### src/rtl/uart_rx_frame_ctrl.sv
// Receive frame controller: checks each SIPO frame and queues good bytes in a FWFT FIFO.
// Optional parity checking is compiled in with `define UART_RX_PARITY_EN.
module uart_rx_frame_ctrl #(
    parameter int FIFO_DEPTH = 4,
    parameter bit PARITY_ODD = 1'b0
) (
    input  logic        baud_clk_rx,
    input  logic        rst,
    input  logic [10:0] parallel_data_rx,
    input  logic        received_flag,
    input  logic        active_flag_rx,
    input  logic        rd_en,
    input  logic        err_clr,
    output logic [7:0]  rd_data,
    output logic        rd_valid,
    output logic        fifo_full,
    output logic        frame_err,
    output logic        parity_err,
    output logic        overrun_err,
    output logic [7:0]  drop_cnt,
    output logic        busy
);

    localparam int AW = $clog2(FIFO_DEPTH);
    localparam logic [AW:0]   FULL_CNT = FIFO_DEPTH[AW:0];
    localparam logic [AW-1:0] PTR_ONE  = 1;
    localparam logic [AW:0]   CNT_ONE  = 1;

    localparam logic [0:0] ST_IDLE  = 1'b0;
    localparam logic [0:0] ST_CHECK = 1'b1;

    logic [0:0]    state_reg;
    logic          flag_d_reg;
    logic [10:0]   frame_q_reg;
    logic [7:0]    mem [FIFO_DEPTH];
    logic [AW-1:0] wr_ptr_reg, rd_ptr_reg;
    logic [AW:0]   count_reg, count_next;
    logic          rd_valid_reg, fifo_full_reg;
    logic          frame_err_reg, overrun_err_reg;
    logic [7:0]    drop_cnt_reg;

    logic new_frame, in_check, framing_bad, parity_bad, no_room;
    logic set_frame_err, set_parity_err, set_overrun, push, pop, drop;

    assign new_frame   = received_flag & ~flag_d_reg;
    assign in_check    = (state_reg == ST_CHECK);
    assign framing_bad = frame_q_reg[0] | ~frame_q_reg[10];

`ifdef UART_RX_PARITY_EN
    logic parity_err_reg;
    assign parity_bad = ((^frame_q_reg[9:1]) != PARITY_ODD);
    assign parity_err = parity_err_reg;
`else
    logic unused_parity_bit;
    assign unused_parity_bit = frame_q_reg[9];
    assign parity_bad = 1'b0;
    assign parity_err = 1'b0;
`endif

    // A full FIFO can still accept the byte when the host pops in the same cycle.
    assign no_room        = fifo_full_reg & ~rd_en;
    assign set_frame_err  = in_check & framing_bad;
    assign set_parity_err = in_check & ~framing_bad & parity_bad;
    assign set_overrun    = in_check & ~framing_bad & ~parity_bad & no_room;
    assign push           = in_check & ~framing_bad & ~parity_bad & ~no_room;
    assign pop            = rd_en & rd_valid_reg;
    assign drop           = set_frame_err | set_parity_err | set_overrun;

    always_comb begin
        count_next = count_reg;
        case ({push, pop})
            2'b10:   count_next = count_reg + CNT_ONE;
            2'b01:   count_next = count_reg - CNT_ONE;
            default: count_next = count_reg;
        endcase
    end

    always_ff @(posedge baud_clk_rx) begin
        if (rst) begin
            state_reg   <= ST_IDLE;
            flag_d_reg  <= 1'b1;
            frame_q_reg <= '0;
        end else begin
            flag_d_reg <= received_flag;
            case (state_reg)
                ST_IDLE: begin
                    if (new_frame) begin
                        frame_q_reg <= parallel_data_rx;
                        state_reg   <= ST_CHECK;
                    end
                end
                default: state_reg <= ST_IDLE;
            endcase
        end
    end

    always_ff @(posedge baud_clk_rx) begin
        if (push) begin
            mem[wr_ptr_reg] <= frame_q_reg[8:1];
        end
    end

    always_ff @(posedge baud_clk_rx) begin
        if (rst) begin
            wr_ptr_reg    <= '0;
            rd_ptr_reg    <= '0;
            count_reg     <= '0;
            rd_valid_reg  <= 1'b0;
            fifo_full_reg <= 1'b0;
        end else begin
            if (push) wr_ptr_reg <= wr_ptr_reg + PTR_ONE;
            if (pop)  rd_ptr_reg <= rd_ptr_reg + PTR_ONE;
            count_reg     <= count_next;
            rd_valid_reg  <= (count_next != '0);
            fifo_full_reg <= (count_next == FULL_CNT);
        end
    end

    // Error set beats a same-cycle clear, so a new drop after err_clr counts as 1.
    always_ff @(posedge baud_clk_rx) begin
        if (rst) begin
            frame_err_reg   <= 1'b0;
            overrun_err_reg <= 1'b0;
            drop_cnt_reg    <= '0;
        end else begin
            frame_err_reg   <= set_frame_err | (frame_err_reg & ~err_clr);
            overrun_err_reg <= set_overrun | (overrun_err_reg & ~err_clr);
            if (drop) begin
                if (err_clr)
                    drop_cnt_reg <= 8'd1;
                else if (drop_cnt_reg != 8'hFF)
                    drop_cnt_reg <= drop_cnt_reg + 8'd1;
            end else if (err_clr) begin
                drop_cnt_reg <= '0;
            end
        end
    end

`ifdef UART_RX_PARITY_EN
    always_ff @(posedge baud_clk_rx) begin
        if (rst) parity_err_reg <= 1'b0;
        else     parity_err_reg <= set_parity_err | (parity_err_reg & ~err_clr);
    end
`endif

    assign rd_data     = rd_valid_reg ? mem[rd_ptr_reg] : 8'h00;
    assign rd_valid    = rd_valid_reg;
    assign fifo_full   = fifo_full_reg;
    assign frame_err   = frame_err_reg;
    assign overrun_err = overrun_err_reg;
    assign drop_cnt    = drop_cnt_reg;
    assign busy        = active_flag_rx | in_check;

endmodule

### config.mk
export PLATFORM = sky130hd
export DESIGN_NAME = uart_rx_frame_ctrl
export DESIGN_NICKNAME = d
export VERILOG_FILES = /design/src/rtl/uart_rx_frame_ctrl.sv
export SDC_FILE = /design/constraint.sdc
export NUM_CORES = 1
export LEC_CHECK = 0
export CAP_MARGIN = 20
export CORE_MARGIN = 2
export CORE_UTILIZATION = 40
export DETAILED_ROUTE_END_ITERATION = 8
export MAX_ROUTING_LAYER = met4
export PLACE_DENSITY = 0.63
export SYNTH_ARGS = -nofsm -noshare
export SYNTH_HDL_FRONTEND = slang
export SYNTH_SLANG_ARGS = --single-unit
### constraint.sdc
create_clock -name baud_clk_rx -period 6 [get_ports baud_clk_rx]
set_input_delay 1.2 -clock baud_clk_rx [delete_from_list [all_inputs] [get_ports baud_clk_rx]]
set_output_delay 1.2 -clock baud_clk_rx [all_outputs]
set_load 0.01 [all_outputs]
# After elaboration in Yosys (flattened, before gate mapping)
# Memories as Yosys holds them, arrays and structs flattened. A register that Yosys moved wholly into a read port is not among the register bits.
# Index checks and enable logic that the tools add are counted.
# totals
input_bits	17
register_bits	32
memories	1
ram_bits	32
wordCells	59
# memory_table
memory	depth	width	rd	rd_ports_with_merged_regs	wr	line_no	source
mem	4	8	1	1	1	35	logic [7:0] mem [FIFO_DEPTH];
# op_classes
n_eq_ne	4
add_sub_neg	5
mux	11
n_bitwise	21
reduce_logical	6
# ops
cell	count
$mux 8	5
$and 1x1->1	9
$add 8x1->8 const B	1
$ne 8x8->1 const B	1
$not 1->1	7
$pmux 3 s2	1
$or 1x1->1	5
$add 2x1->2 const B	2
$mux 2	2
$reduce_and 2->1	2
$reduce_bool 2->1	2
$add 3x1->3 const B	1
$eq 3x3->1 const B	1
$mux 1	3
$reduce_bool 3->1	1
$sub 3x1->3 const B	1
$eq 2x1->1 const B	1
$eq 2x2->1 const B	1
$reduce_or 2->1	1

# Depth between registers and ports, before layout
# Gate-level depths: netlist (run 1).
# logic_depth
word_depth	8
depth_mapped	10

# Worst setup path before layout (run 1)
# No wires, ideal clock.
# synth_path
path_kind	input-to-reg
from	in rd_en
to	reg fifo_full_reg, in the netlist fifo_full
arrival_ps	3005
stages	10
slack_ps	2930
path_buffers	1
path_cell_list	or2b_1 and3_1 buf_2 inv_1 ha_1 fa_1 xnor2_1 or3_1 a21o_1 nor2b_1
# synth_via
elab_chain_cells	7
elab_cells_between_ends	9
cone_classes	eq/ne (3); mux (1); bitwise (5)
# synth_rtl
item	line_no	source
start: declaration	12	input logic rd_en,
$not 1->1	61	assign no_room = fifo_full_reg & ~rd_en;
$and 1x1->1	61	
$not 1->1	65	assign push = in_check & ~framing_bad & ~parity_bad & ~no_room;
$and 1x1->1	65	
$eq 2x1->1 or $eq 2x2->1 (tied branches)	71	case ({push, pop})
$pmux 3 s2 (*)	71	
$eq 3x3->1 (*)	115	fifo_full_reg <= (count_next == FULL_CNT);
end signal: assignment	115	
end: declaration	38	logic rd_valid_reg, fifo_full_reg;
# Mark *: on every way between the ends. The rest lies on a longest branch, timed or not.
# A chain may end at the register's enable or synchronous reset.

# Worst setup path in the final report (run 1)
# layout_path
from	in active_flag_rx
to	out busy
# layout_via
elab_chain_cells	1
# layout_rtl
item	line_no	source
start: declaration	11	input logic active_flag_rx,
$or 1x1->1	152	assign busy = active_flag_rx | in_check;
end: declaration	21	output logic busy
# Every way passes these cells.

==> impl_metrics.env, run 1 <==
export IMPL_end_kind="output pin"
export IMPL_path_class="in2out"
export IMPL_synth_edf_count=32
export IMPL_rsz0062_at_grt="false"
export IMPL_r2r_start="frame_q_reg[0]"
export IMPL_synth_area_sq_um=2705
export IMPL_cts_setup_buffers=0
export IMPL_drive_gt1_frac=0.1532
export IMPL_yosysUniqueCellTypes=47
export IMPL_path_max_fanout=1
export IMPL_grt_util_met1=0.1852
export IMPL_fillCellCount=557
export IMPL_post_synth_cell_area_avg_sq_um=13.33
export IMPL_cts_inserted_buffers=9
export IMPL_status="complete, no violations"
export IMPL_net_switching_power_mw=0.1790
export IMPL_gr_usage_met2=0.2206
export IMPL_min_period_ps=3536
export IMPL_p_leak_nw=1.182
export IMPL_finalHoldViolCount=0
export IMPL_crit_required_ps=4800
export IMPL_synthCells=203
export IMPL_diodes=0
export IMPL_yosys_warnings=0
export IMPL_routed_via_density=5.095
export IMPL_drt_pre_antenna_iters=4
export IMPL_sw_frac_of_total=0.2099
export IMPL_place_area_sq_um=3119
export IMPL_yosys_area_top_type="edfxtp_1"
export IMPL_p_comb_frac=0.039
export IMPL_drc=0
export IMPL_holdCritPathClass="reg2reg"
export IMPL_die_w_microns=86.24
export IMPL_timing_final_crit_share=0.5894
export IMPL_max_freq_mhz=282.8
export IMPL_p_total_mw=0.8527
export IMPL_synth_area_top_cells="edfxtp_1, dfxtp_1, mux4_2"
export IMPL_p_per_area_nw_per_um2=255.9
export IMPL_die_h_microns=86.24
export IMPL_grt_busiest_layer="met2"
export IMPL_min_delay_start="frame_q_reg[4]"
export IMPL_drv_slew=0
export IMPL_synth_nets=227
export IMPL_ys_seq_area_frac=0.5994
export IMPL_cts_sinks=65
export IMPL_placementRows=29
export IMPL_worstMarginPinSlew_ps=560.3
export IMPL_grt_usage=0.1453
export IMPL_seqPwrFrac=0.552
export IMPL_antenna_found_initial=0
export IMPL_grt_pass1_vias=1610
export IMPL_intPower_mw=0.6737
export IMPL_grt_pass1_wl_mm=7.845
export IMPL_htreeDepth=3
export IMPL_synthDominantCellAreaShare=0.3552
export IMPL_initial_core_util=0.4188
export IMPL_portBuffers=36
export IMPL_final_common_cell="clkdlybuf4s50_1"
export IMPL_drtIter0Drc=50
export IMPL_dieArea_sq_um=7436
export IMPL_cts_resized=0
export IMPL_largest_reg_flops=32
export IMPL_drtAntennaViolNets=0
export IMPL_grt_ovfl_total=0
export IMPL_num_io_pins=39
export IMPL_dpl_hpwl_mm=3.179
export IMPL_cts_tree="done"
export IMPL_synth_main_ff_cell="dfxtp_1"
export IMPL_grt_util_met3=0.03143
export IMPL_layout_nets=267
export IMPL_coreArea_sq_um=6459
export IMPL_grt_max_degree=29
export IMPL_path_clk_slew_ps=70
export IMPL_ys_ff_latch=65
export IMPL_place_congestion=0.8030
export IMPL_drv_cap=0
export IMPL_clock_latency_ps=330
export IMPL_cts_root_buffer="clkbuf_8"
export IMPL_cts_hold_buf=0
export IMPL_clkPwrFrac=0.408
export IMPL_vias=1656
export IMPL_cp_arrival_ps=2340
export IMPL_async_flop_share=0
export IMPL_wl_mm=4.753
export IMPL_critPathLaunchType="primary input"
export IMPL_wl_per_cell_microns=14.62
export IMPL_relSlewSlack=0.6260
export IMPL_areaGrowthSynthToFinish_pct=23.17
export IMPL_peakVddDrop_mv=0.1207
export IMPL_clock_skew_ps=6.482
export IMPL_final_cell_mix="clkdlybuf4s50_1, dfxtp_1, edfxtp_1"
export IMPL_tns_ps=0
export IMPL_clockBufferDepth=2
export IMPL_setup_viol=0
export IMPL_postLayoutCellArea_sq_um=3332
export IMPL_critPathLaunch="active_flag_rx"
-- critical path, cell delays in order --
cell and delay (ps):
clkdlybuf4s50_1 380, or2_2 270, clkdlybuf4s50_1 480
-- power groups by stage --
stage          clock [mW]  sequential, mW  combinational, mW
3_5_place_dp            0           0.481             0.0314
6_report            0.348           0.471             0.0336
2_1_floorplan           0           0.480             0.0163
3_3_place_gp            0           0.481             0.0311
5_1_grt             0.375           0.471             0.0367
4_1_cts             0.357           0.471             0.0315
-- through the flow --
step / setup slack [ps] / util / instances / hold WS [ps]
after global placement: 2256 / 0.4830 / 308 / 479.7
final: 2464 / 0.5159 / 325 / 508.8
after floorplan: 2930 / - / 203 / 459.4
after global routing: 2361 / 0.5159 / 325 / 528.0
after detailed placement: 2188 / 0.4830 / 308 / 492.2
after CTS: 2454 / 0.5116 / 324 / 511.6
-- synth_stat cells, types with 2 or more instances --
cell,n
mux2i_1,14
nand2b_1,2
xor2_1,2
nor2_1,24
or2_2,3
xnor2_1,3
nand4_1,2
clkbuf_1,3
or3_1,2
ha_1,6
o21ai_0,4
edfxtp_1,32
a41o_2,2
inv_1,5
a21oi_2,2
nand2_1,6
nor2b_1,3
and2_1,13
mux4_2,8
buf_2,2
nand3_1,2
dfxtp_1,33
buf_4,3
a31oi_1,4
-- worst paths after layout --
path / to / slack, ps / depth (start not counted)
worst max-delay path: busy / 2460 / 3
worst min-delay path: mem[2][3] / 510 / 0
worst max register to register: fifo_full / 3500 / 9
worst min register to register: mem[2][3] / 510 / 0
-- cell type report --
class	count	area (sq um)	area share
Sequential cell	65	1622	0.4867
Inverter	5	18.77	0.005633
Timing Repair Buffer	38	395.4	0.1187
Multi-Input combinational cell	124	1015	0.3045
Clock inverter	7	61.31	0.01840
Clock buffer	9	123.9	0.03718
Tap cell	77	96.34	0.02891
-- cell families (layout without fill, tap and decap cells) --
kind of cell,count (synthesis),in the layout,synth area share
compound gates,21,21,0.06152
xor+xnor,5,5,0.01619
fa+ha+maj,7,7,0.03515
buf+inv,14,59,0.02729
flops,65,65,0.5994
mux,22,22,0.1184
other cells,1,1,0.001386
simple gates,68,68,0.1406
-- routing by layer --
metal	vias to the layer above	routed length (microns)
li1	819	-
met1	784	2274
met2	41	2209
met3	12	167
met4	0	102
met5	-	0
Note: power is estimated with default switching activity, not from simulation.
==> inputs of run 2 (changes only) <==
Clock period 6 ns to 3.66 ns, I/O delays scaled along.
==> impl_metrics.env, run 2 (synthesis gave the netlist of run 1 again) <==
export IMPL_wl_mm=4.786
export IMPL_crit_family="simple AND/OR/NAND/NOR gates"
export IMPL_layout_nets=267
export IMPL_path_max_fanout=7
export IMPL_critPathLaunchType="primary input"
export IMPL_slowest_delay_ps=490
export IMPL_die_w_microns=86.24
export IMPL_placementRows=29
export IMPL_grt_ovfl_total=0
export IMPL_cts_tree="done"
export IMPL_initial_core_util=0.4188
export IMPL_grt_usage=0.1492
export IMPL_p_per_area_nw_per_um2=438.9
export IMPL_p_leak_nw=1.179
export IMPL_hold_depth=0
export IMPL_grt_max_degree=24
export IMPL_status="complete, no violations"
export IMPL_dpl_hpwl_mm=3.229
export IMPL_place_inst=309
export IMPL_drv_cap=0
export IMPL_cts_setup_buffers=0
export IMPL_timing_rr_end="fifo_full"
export IMPL_rrSetupSlack_ps=1160
export IMPL_r2r_start="frame_q_reg[0]"
export IMPL_grt_pass1_vias=1608
export IMPL_drv_slew=0
export IMPL_max_freq_mhz=340.0
export IMPL_crit_required_ps=3930
export IMPL_largest_reg_flops=32
export IMPL_final_common_cell="clkdlybuf4s50_1"
export IMPL_min_period_ps=2941
export IMPL_setup_viol=0
export IMPL_num_io_pins=39
export IMPL_cp_arrival_ps=3210
export IMPL_coreArea_sq_um=6459
export IMPL_cts_root_buffer="clkbuf_8"
export IMPL_antenna_found_initial=0
export IMPL_rr_worst_depth=9
export IMPL_wl_met1_mm=2.299
export IMPL_met2WireLength_mm=2.256
export IMPL_clock_latency_ps=330
export IMPL_wl_per_cell_microns=14.73
export IMPL_routed_wl_met3_microns=177
export IMPL_cts_hold_buf=0
export IMPL_crit_slowest_cell="clkdlybuf4s50_1"
export IMPL_clock_skew_ps=10.10
export IMPL_crit_chain="clkdlybuf4s50_1 > or2b_1 > and3_1 > inv_1 > ha_1 > fa_1 > xnor2_1 > or3_1 > a21o_1 > nor2b_1"
export IMPL_place_congestion=0.7860
export IMPL_holdCritPathClass="reg2reg"
export IMPL_cts_sinks=65
export IMPL_worstMarginPinSlew_ps=559.1
export IMPL_vias=1617
export IMPL_drtIter0Drc=68
export IMPL_routed_top_layer="met4"
export IMPL_whs_ps=505.5
export IMPL_dieArea_sq_um=7436
export IMPL_cts_inserted_buffers=9
export IMPL_path_buf_inv=2
export IMPL_fin_cells=325
export IMPL_portBuffers=36
export IMPL_fillCellCount=560
export IMPL_relSlewSlack=0.6268
export IMPL_die_h_microns=86.24
export IMPL_drc=0
export IMPL_path_class="in2reg"
export IMPL_drt_pre_antenna_iters=4
export IMPL_end_kind="register"
export IMPL_clockBufferDepth=2
export IMPL_final_cell_mix="clkdlybuf4s50_1, dfxtp_1, edfxtp_1"
export IMPL_grt_pass1_wl_mm=7.962
export IMPL_path_clk_slew_ps=70
export IMPL_holdPathEnd="mem[0][6]"
export IMPL_htreeDepth=3
export IMPL_drtAntennaViolNets=0
export IMPL_diodes=0
export IMPL_timing_final_crit_share=0.8035
export IMPL_finalHoldViolCount=0
export IMPL_cts_resized=0
export IMPL_areaGrowthSynthToFinish_pct=23.40
export IMPL_routed_via_density=4.975
export IMPL_tns_ps=0
export IMPL_drive_gt1_frac=0.1452
export IMPL_min_delay_start="frame_q_reg[7]"
export IMPL_rsz0062_at_grt="false"
export IMPL_peakVddDrop_mv=0.2552
==> run 2: changes by cell type in the layout (fill, tap and decap cells not counted) <==
| cell | previous run | this run |
|---|---|---|
| buf_16 | 1 | 0 |
| buf_4 | 1 | 2 |
| bufinv_16 | 1 | 2 |
| clkbuf_1 | 0 | 2 |
| clkinv_2 | 4 | 0 |
| clkinv_4 | 0 | 1 |
==> run 2: worst max-delay path by stage <==
| stage | endpoint | startpoint | cells after the start | slack [ps] |
|---|---|---|---|---|
| after floorplan | fifo_full | rd_en | 10 | 1060 |
| after global placement | fifo_full | rd_en | 10 | 410 |
| final | fifo_full | rd_en | 10 | 720 |
| after detailed placement | fifo_full | rd_en | 10 | 360 |
| after global routing | rd_data[1] | register | 3 | 570 |
| after CTS | rd_data[1] | register | 3 | 660 |
==> run 2: power breakdown <==
| group | internal [mW] | switching, mW |
|---|---|---|
| logic | 0.0295 | 0.0220 |
| registers | 0.766 | 0.00638 |
| clock network | 0.383 | 0.259 |
| total | 1.18 | 0.287 |
==> run 2: layout make-up <==
cell class / instances / area, sq um / area share
timing repair buffer: 38 / 375.4 / 0.1124
inverter: 5 / 18.77 / 0.005622
sequential: 65 / 1622 / 0.4858
clock buffer: 11 / 131.4 / 0.03936
clock inverter: 5 / 80.08 / 0.02399
multi-input combinational: 124 / 1015 / 0.3040
tap: 77 / 96.34 / 0.02886
==> run 2: routing by layer <==
layer	up-vias	track usage
met1	769	0.1936
met2	34	0.2192
met4	0	0.05966
li1	810	-
met3	4	0.04667
met5	-	-
==> run 2: stage by stage <==
step                  util  total power, mW  cell area (sq um)  setup WS (ps)
floorplan                -           0.8129               2705           1058
global placement    0.4841           0.8395               3127          410.2
detailed placement  0.4841           0.8400               3127          363.6
CTS                 0.5169            1.485               3338          655.1
global route        0.5169            1.526               3338          574.4
finish              0.5169            1.465               3338          719.2
==> run 2: worst register-to-register path: cells and delay by family, from the launching register on <==
kind / cells / cell delay (ps)
xor+xnor: 1 / 150
buf+inv: 1 / 70
fa+ha+maj: 2 / 630
simple gates: 4 / 1080
compound gates: 1 / 200
flops: 1 / 320
==> inputs of run 3 (changes only) <==
Clock period 3.66 ns to 3.1 ns, I/O delays scaled along.
==> impl_metrics.env, run 3 (synthesis gave the netlist of run 1 again) <==
export IMPL_drtAntennaViolNets=0
export IMPL_areaGrowthSynthToFinish_pct=25.30
export IMPL_p_total_mw=1.820
export IMPL_routed_via_density=4.963
export IMPL_rrSetupSlack_ps=790
export IMPL_max_freq_mhz=348.3
export IMPL_largest_reg_flops=32
export IMPL_path_class="reg2out"
export IMPL_end_kind="output pin"
export IMPL_dpl_hpwl_mm=3.162
export IMPL_status="complete, no violations"
export IMPL_peakVddDrop_mv=0.2478
export IMPL_cts_inserted_buffers=9
export IMPL_grt_usage=0.1457
export IMPL_final_common_cell="clkdlybuf4s50_1"
export IMPL_cts_setup_buffers=0
export IMPL_timing_final_crit_share=0.9262
export IMPL_placementRows=29
export IMPL_die_w_microns=86.24
export IMPL_grt_pass1_wl_mm=7.852
export IMPL_min_period_ps=2871
export IMPL_layout_nets=269
export IMPL_clock_latency_ps=340
export IMPL_path_max_fanout=8
export IMPL_cts_hold_buf=0
export IMPL_cts_resized=0
export IMPL_cts_tree="done"
export IMPL_clockBufferDepth=2
export IMPL_dieArea_sq_um=7436
export IMPL_relSlewSlack=0.6075
export IMPL_drive_gt1_frac=0.1640
export IMPL_multiInputGateArea_sq_um=1015
export IMPL_p_leak_nw=1.208
export IMPL_wl_mm=4.714
export IMPL_cts_root_buffer="clkbuf_8"
export IMPL_cp_arrival_ps=2250
export IMPL_grt_max_degree=24
export IMPL_die_h_microns=86.24
export IMPL_drv_cap=0
export IMPL_seq_area_sq_um=1622
export IMPL_drt_pre_antenna_iters=4
export IMPL_grt_pass1_vias=1603
export IMPL_num_io_pins=39
export IMPL_critPathLaunchType="register"
export IMPL_vias=1623
export IMPL_drtIter0Drc=50
export IMPL_fillCellCount=553
export IMPL_diodes=0
export IMPL_worstMarginPinSlew_ps=587.9
export IMPL_slowest_delay_ps=690
export IMPL_tns_ps=0
export IMPL_wl_per_cell_microns=14.42
export IMPL_finalHoldViolCount=0
export IMPL_path_clk_slew_ps=70
export IMPL_initial_core_util=0.4188
export IMPL_portBuffers=36
export IMPL_drc=0
export IMPL_rsz0062_at_grt="false"
export IMPL_grt_ovfl_total=0
export IMPL_holdCritPathClass="reg2reg"
export IMPL_final_cell_mix="clkdlybuf4s50_1, dfxtp_1, edfxtp_1"
export IMPL_drv_slew=0
export IMPL_clock_skew_ps=11.79
export IMPL_crit_slowest_cell="dfxtp_1"
export IMPL_antenna_found_initial=0
export IMPL_place_congestion=0.8005
export IMPL_setup_viol=0
export IMPL_coreArea_sq_um=6459
export IMPL_htreeDepth=3
export IMPL_crit_required_ps=2480
export IMPL_cts_sinks=65
export IMPL_p_per_area_nw_per_um2=536.9
export IMPL_crit_chain="mux4_2 > and2_1 > clkdlybuf4s50_1"
==> run 3: layout make-up <==
class	count	area share
sequential	65	0.4784
multi-input combinational	124	0.2994
timing repair buffer	40	0.1152
clock buffer	11	0.04799
tap	77	0.02842
clock inverter	5	0.02510
inverter	5	0.005537
==> run 3: path summary, 6_finish.rpt <==
check / end / cells past startpoint / startpoint
worst max-delay path: rd_data[1] / 3 / register
worst min-delay path: mem[2][6] / 0 / frame_q_reg[7]
worst max register to register: fifo_full / 9 / frame_q_reg[0]
worst min register to register: mem[2][6] / 0 / frame_q_reg[7]
==> run 3: metrics by stage <==
step           instance area (sq um)  std cells  setup WS (ps)  hold WS [ps]  utilization
2_1_floorplan                   2705        203          610.0         459.4            -
3_3_place_gp                    3142        311          251.3         483.2       0.4864
3_5_place_dp                    3142        311          254.2         484.4       0.4864
4_1_cts                         3390        327          151.5         505.3       0.5248
5_1_grt                         3390        327          88.25         518.1       0.5248
6_report                        3390        327          228.8         503.2       0.5248
==> run 3: routing by layer <==
metal	up-vias	track usage	wire, microns
met3	8	0.05333	224
met2	37	0.2206	2193
li1	821	-	-
met4	0	0.05824	76
met1	757	0.1783	2220
met5	-	-	0
==> run 3: where the power goes <==
group | leakage (nW) | switching (mW) | internal, mW
Clock | 0.121 | 0.321 | 0.526
Combinational | 0.530 | 0.0261 | 0.0349
Sequential | 0.557 | 0.00747 | 0.904
==> run 3: critical path: cells and delay by family, from the launching register on <==
kind | cells | cell delay, ps
simple gates | 1 | 170
buf+inv | 1 | 480
flops | 1 | 690
mux | 1 | 570
